--- src/rtl/pfd_freq_lock_ctrl.sv ---
// Phase/frequency detector with windowed frequency comparison and lock FSM.
// All logic runs on samp_clk; ref_in and fb_in are asynchronous and are
// oversampled through synchroniser chains before edge detection.
//
// Output pulse semantics: phase_valid and freq_check_done are single-cycle
// strobes with no back-pressure; a consumer must sample them every cycle.
// phase_err is valid in the phase_valid cycle and holds until the next one.
// ref_clk_is_faster/slower hold the result of the most recent window.
module pfd_freq_lock_ctrl #(
    parameter int SYNC_STAGES  = 2,
    parameter int CNT_W        = 16,
    parameter int WIN_EDGES    = 64,
    parameter int FREQ_TOL     = 1,
    parameter int LOCK_WINDOWS = 4,
    parameter int PHASE_W      = 8
) (
    input  logic                      samp_clk,
    input  logic                      rst_n,
    input  logic                      en,
    input  logic                      ref_in,
    input  logic                      fb_in,
    output logic                      up,
    output logic                      down,
    output logic signed [PHASE_W-1:0] phase_err,
    output logic                      phase_valid,
    output logic                      ref_clk_is_faster,
    output logic                      ref_clk_is_slower,
    output logic                      freq_check_done,
    output logic                      calibration_done,
    output logic [1:0]                state
);

    typedef enum logic [1:0] {
        IDLE       = 2'd0,
        FREQ_CHECK = 2'd1,
        LOCKED     = 2'd2
    } state_t;

    localparam int GOOD_W = (LOCK_WINDOWS < 2) ? 1 : $clog2(LOCK_WINDOWS + 1);
    localparam logic [CNT_W-1:0]        WIN_LAST = CNT_W'(WIN_EDGES - 1);
    localparam logic signed [CNT_W:0]   TOL_S    = (CNT_W+1)'(FREQ_TOL);
    localparam logic [PHASE_W-1:0]      PH_MAX   = {1'b0, {(PHASE_W-1){1'b1}}};

    state_t                  state_q, state_d;
    logic [GOOD_W-1:0]       good_q, good_d;

    logic [SYNC_STAGES-1:0]  ref_sync, fb_sync;
    logic                    ref_prev, fb_prev;
    logic                    run, ref_rise, fb_rise;

    logic [PHASE_W-1:0]      ph_cnt, ph_inc;
    logic                    up_nx, down_nx;

    logic [CNT_W-1:0]        ref_cnt, fb_cnt, fb_cnt_inc;
    logic [CNT_W:0]          ref_fin;
    logic signed [CNT_W:0]   diff;
    logic                    win_close, too_fast, too_slow, matched;

    // Synchronisers and edge-history flops; only reset clears them, en does not.
    always_ff @(posedge samp_clk) begin
        if (rst_n) begin
            ref_sync <= '0;
            fb_sync  <= '0;
            ref_prev <= 1'b0;
            fb_prev  <= 1'b0;
        end else begin
            ref_sync <= {ref_sync[SYNC_STAGES-2:0], ref_in};
            fb_sync  <= {fb_sync[SYNC_STAGES-2:0], fb_in};
            ref_prev <= ref_sync[SYNC_STAGES-1];
            fb_prev  <= fb_sync[SYNC_STAGES-1];
        end
    end

    // Edge pulses, window arithmetic and PFD next values.
    always_comb begin
        run        = en && (state_q != IDLE);
        ref_rise   = run && ref_sync[SYNC_STAGES-1] && !ref_prev;
        fb_rise    = run && fb_sync[SYNC_STAGES-1] && !fb_prev;

        up_nx      = up | ref_rise;
        down_nx    = down | fb_rise;
        ph_inc     = (ph_cnt == PH_MAX) ? ph_cnt : ph_cnt + PHASE_W'(1);

        // An fb edge coinciding with the closing ref edge belongs to this window.
        fb_cnt_inc = (fb_rise && (fb_cnt != '1)) ? fb_cnt + CNT_W'(1) : fb_cnt;
        win_close  = ref_rise && (ref_cnt == WIN_LAST);
        ref_fin    = {1'b0, ref_cnt} + (CNT_W+1)'(1);
        diff       = $signed(ref_fin) - $signed({1'b0, fb_cnt_inc});
        too_fast   = diff > TOL_S;
        too_slow   = diff < -TOL_S;
        matched    = !too_fast && !too_slow;
    end

    // Lock FSM next-state; good_q counts consecutive matched windows.
    always_comb begin
        state_d = state_q;
        good_d  = good_q;
        case (state_q)
            IDLE: begin
                good_d = '0;
                if (en) state_d = FREQ_CHECK;
            end
            FREQ_CHECK: begin
                if (win_close) begin
                    if (!matched) begin
                        good_d = '0;
                    end else if (good_q == GOOD_W'(LOCK_WINDOWS - 1)) begin
                        good_d  = '0;
                        state_d = LOCKED;
                    end else begin
                        good_d = good_q + GOOD_W'(1);
                    end
                end
            end
            LOCKED: begin
                good_d = '0;
                if (win_close && !matched) state_d = FREQ_CHECK;
            end
            default: begin
                good_d  = '0;
                state_d = IDLE;
            end
        endcase
        if (!en) begin
            state_d = IDLE;
            good_d  = '0;
        end
    end

    // Lock FSM state register.
    always_ff @(posedge samp_clk) begin
        if (rst_n) begin
            state_q <= IDLE;
            good_q  <= '0;
        end else begin
            state_q <= state_d;
            good_q  <= good_d;
        end
    end

    // PFD pulses, phase measurement and window counters; cleared when not running.
    always_ff @(posedge samp_clk) begin
        if (rst_n || !run) begin
            up                <= 1'b0;
            down              <= 1'b0;
            ph_cnt            <= '0;
            phase_err         <= '0;
            phase_valid       <= 1'b0;
            ref_cnt           <= '0;
            fb_cnt            <= '0;
            ref_clk_is_faster <= 1'b0;
            ref_clk_is_slower <= 1'b0;
            freq_check_done   <= 1'b0;
        end else begin
            phase_valid     <= 1'b0;
            freq_check_done <= win_close;
            if (up_nx && down_nx) begin
                // Second edge of a pair: close the pulse and report the lead.
                up          <= 1'b0;
                down        <= 1'b0;
                ph_cnt      <= '0;
                phase_valid <= 1'b1;
                if (up)
                    phase_err <= $signed(ph_cnt);
                else if (down)
                    phase_err <= -$signed(ph_cnt);
                else
                    phase_err <= '0;
            end else begin
                up     <= up_nx;
                down   <= down_nx;
                ph_cnt <= (up_nx || down_nx) ? ph_inc : '0;
            end

            if (win_close) begin
                ref_cnt           <= '0;
                fb_cnt            <= '0;
                ref_clk_is_faster <= too_fast;
                ref_clk_is_slower <= too_slow;
            end else begin
                ref_cnt <= ref_cnt + {{(CNT_W-1){1'b0}}, ref_rise};
                fb_cnt  <= fb_cnt_inc;
            end
        end
    end

    assign state            = state_q;
    assign calibration_done = (state_q == LOCKED);

endmodule

--- config.mk ---
export PLATFORM = sky130hd
export DESIGN_NAME = pfd_freq_lock_ctrl
export DESIGN_NICKNAME = d
export VERILOG_FILES = /design/src/rtl/pfd_freq_lock_ctrl.sv
export SDC_FILE = /design/constraint.sdc
export NUM_CORES = 1
export LEC_CHECK = 0
export CAP_MARGIN = 5
export CORE_MARGIN = 3
export CORE_UTILIZATION = 54
export CTS_CLUSTER_SIZE = 24
export DETAILED_ROUTE_END_ITERATION = 8
export PLACE_DENSITY = 0.84
export SYNTH_ARGS = -nofsm -noshare
export SYNTH_HDL_FRONTEND = slang
export SYNTH_SLANG_ARGS = --single-unit
--- constraint.sdc ---
create_clock -name samp_clk -period 14.45 [get_ports samp_clk]
set_clock_uncertainty 0.05 [all_clocks]
set_input_delay 2.1675 -clock samp_clk [delete_from_list [all_inputs] [get_ports samp_clk]]
set_output_delay 2.1675 -clock samp_clk [all_outputs]
set_load 0.05 [all_outputs]
==> impl_metrics.env <==
export IMPL_status="complete, no violations"
export IMPL_netlist_cell_type_count=60
export IMPL_power_total_mw=0.320
export IMPL_synth_main_ff_cell="dfxtp_1"
export IMPL_grt_overflow_total=0
export IMPL_fmax_mhz=139
export IMPL_worstSkewPairLatency_ns=0.35
export IMPL_power_leakage_nw=1.59
export IMPL_routedWlPerCell_microns=14.4
export IMPL_ctsResizeCount=0
export IMPL_fin_nets=529
export IMPL_r2r_cells=18
export IMPL_finalHoldViolations=0
export IMPL_dp_final_hpwl_mm=6.39
export IMPL_cts_tree="done"
export IMPL_worst_path_buf_inv=3
export IMPL_path_class="input pin to flop"
export IMPL_cp_cell_sequence="clkdlybuf4s50_1 > o21ai_0 > nor3b_1 > inv_1 > a21oi_1 > mux2_2 > ha_1 > inv_1 > ha_1 > fa_1 > a211oi_2 > o21a_1 > o311ai_1 > nor4_1 > o2111ai_1 > or4_4 > o22ai_4 > nand3_1 > and3_1"
export IMPL_avgSynthCellArea_sq_um=8.45
export IMPL_layout_min_cycle_time_ns=7.21
export IMPL_cp_arrival_ns=7.40
export IMPL_clk_pin_slew_ns=0.07
export IMPL_clk_path_buf_depth=2
export IMPL_fin_ws_ns=7.24
export IMPL_cts_root_buf="clkbuf_8"
export IMPL_cts_hold_buf=0
export IMPL_n_antenna_cell=0
export IMPL_synth_top_cell_by_area="dfxtp_1"
export IMPL_first_iter_violations=177
export IMPL_start_util_pct=56.8
export IMPL_slew_headroom_pct=20.5
export IMPL_drv_cap=0
export IMPL_dieArea_sq_um=8370
export IMPL_drive_gt1_share_pct=6.33
export IMPL_min_to="good_q[2]"
export IMPL_rsz0062_at_grt="false"
export IMPL_r2r_start="state[0]"
export IMPL_fin_util_pct=63.1
export IMPL_ys_ff_latch=65
export IMPL_routabilityCongestion=0.853
export IMPL_synth_area_leaders="dfxtp_1, ha_1, nor2_1"
export IMPL_min_period_over_period_pct=49.9
export IMPL_critPathLaunchType="input pin"
export IMPL_slowest_stage="or4_4"
export IMPL_cp_end_kind="flop"
export IMPL_report_final_setup_viol=0
export IMPL_cts_htree_levels=3
export IMPL_drv_slew=0
export IMPL_cts_buffers=9
export IMPL_worstPathRequired_ns=14.64
export IMPL_layout_common_cells="nor2_1, dfxtp_1, nand2_1, ha_1, xor2_1"
export IMPL_fp_dieW_microns=91.5
export IMPL_antenna_found_initial=0
export IMPL_peakVddDrop_uv=62.2
export IMPL_min_from="good_q[2]"
export IMPL_syn_inst=467
export IMPL_cts_setup_buffers=0
export IMPL_hold_depth=2
export IMPL_synth_area_sq_um=3950
export IMPL_wl_mm=8.44
export IMPL_num_vias=3286
export IMPL_yosysSeqAreaShare_pct=33.0
export IMPL_grt_pass1_wl_mm=14.6
export IMPL_reg2reg_setup_slack_ns=9.02
export IMPL_reg2reg_to="state[0]"
export IMPL_syn_num_nets=510
export IMPL_grt_pass1_vias=3196
export IMPL_crit_family="compound AO/OA/AOI/OAI gates"
export IMPL_layout_commonest_cell="nor2_1"
export IMPL_grt_util_all_layers_pct=21.3
export IMPL_core_area_sq_um=6940
export IMPL_ys_async_sr_fraction_pct=0
export IMPL_dpl_worst_slack_ns=7.02
export IMPL_io_buffers=21
export IMPL_yosysWarningCount=0
export IMPL_yosys_area_top_type_share_pct=33.0
export IMPL_worstPathMaxFanout=7
export IMPL_area_delta_synth_final_pct=11.1
export IMPL_grt_max_degree=33
export IMPL_hp_class="flop to flop"
export IMPL_ant_nets=0
export IMPL_p_per_area_nw_per_um2=73.0
export IMPL_cts_sinks=65
export IMPL_num_io_pins=22
export IMPL_dr_pass1_iters=4
export IMPL_viasPerCell=5.61
export IMPL_synth_edff_count=0
export IMPL_die_h_microns=91.5
export IMPL_tightest_slew_ns=1.19
export IMPL_cp_slowest_stage_delay_ns=0.53
export IMPL_drc=0
export IMPL_fin_setup_tns_ns=0
export IMPL_rows=30
per-stage QoR:
step | instance area [sq um] | instances | hold slack (ns)
detailed placement | 4220 | 571 | 0.383
global placement | 4220 | 571 | 0.369
global route | 4380 | 586 | 0.420
finish | 4380 | 586 | 0.404
CTS | 4380 | 586 | 0.401
floorplan | 3950 | 467 | 0.364
state kept, by name, indices dropped and copies added (netlist names):
register           flops
ph_cnt                 8
fb_sync                2
ref_clk_is_slower      1
ref_cnt               16
ref_clk_is_faster      1
ref_prev               1
fb_cnt                16
state                  2
up                     1
phase_valid            1
down                   1
fb_prev                1
freq_check_done        1
good_q                 3
ref_sync               2
phase_err              8
metal layers:
layer  GRT usage, %  routed length, microns  vias to the layer above
met5              0                       0                        -
li1               -                       -                     1685
met1           27.2                    3930                     1539
met4           6.16                     136                        0
met3           5.14                     305                       13
met2           35.6                    4070                       49
cell type report:
class,count,area (sq um)
repair buffers,21,210
fillers,567,2560
inverters,16,60.1
well taps,96,120
flip-flops and latches,65,1300
clock buffers,9,124
clock inverters,6,43.8
multi-input cells,373,2520
synth_stat cells (5+ instances only):
master	instances
ha_1	37
o21a_1	5
inv_1	16
nand2_1	37
nand4_1	12
o21ai_1	6
a21oi_1	16
o21ai_0	15
nand3_1	18
nor2b_1	12
o211ai_1	5
and3_1	7
dfxtp_1	65
clkbuf_1	11
nor3_1	14
xor2_1	27
xnor2_1	20
nor3b_1	5
nor2_1	74
report_power, final:
group	internal (mW)	total [mW]	leakage, nW	switching, mW
Sequential	0.180	0.180	0.525	0.000464
Clock	0.0617	0.135	0.0854	0.0733
Combinational	0.00214	0.00487	0.983	0.00273
worst register-to-register path, cell delays in order, from the launching register on:
cell and delay [ns]:
dfxtp_1 0.45, o21ai_0 0.17, nor3b_1 0.38, inv_1 0.12
a21oi_1 0.45, mux2_2 0.42, ha_1 0.28, inv_1 0.04
ha_1 0.22, fa_1 0.46, a211oi_2 0.34, o21a_1 0.18
o311ai_1 0.11, nor4_1 0.41, o2111ai_1 0.18, or4_4 0.53
o22ai_4 0.25, nand3_1 0.11, and3_1 0.18
worst max path at each step:
stage | start | end | slack, ns | cells after the start
after CTS | en | state[0] | 7.35 | 19
after global routing | en | state[0] | 6.93 | 19
after detailed placement | en | state[0] | 7.02 | 19
after floorplan | en | state[0] | 8.03 | 18
after global placement | en | state[0] | 7.09 | 19
final | en | state[0] | 7.24 | 19
cell families (layout without fill, tap and decap cells):
family / Yosys count / after routing / share of synthesized area, %
multiplexers: 5 / 5 / 1.33
adder cells (fa/ha/maj): 38 / 38 / 12.2
flip-flops: 65 / 65 / 33.0
buffers and inverters: 29 / 52 / 3.04
XOR/XNOR: 47 / 47 / 10.4
AND/OR/NAND/NOR: 208 / 208 / 26.3
AO/OA/AOI/OAI: 75 / 75 / 13.6
Power figures use the tool's default switching activity.
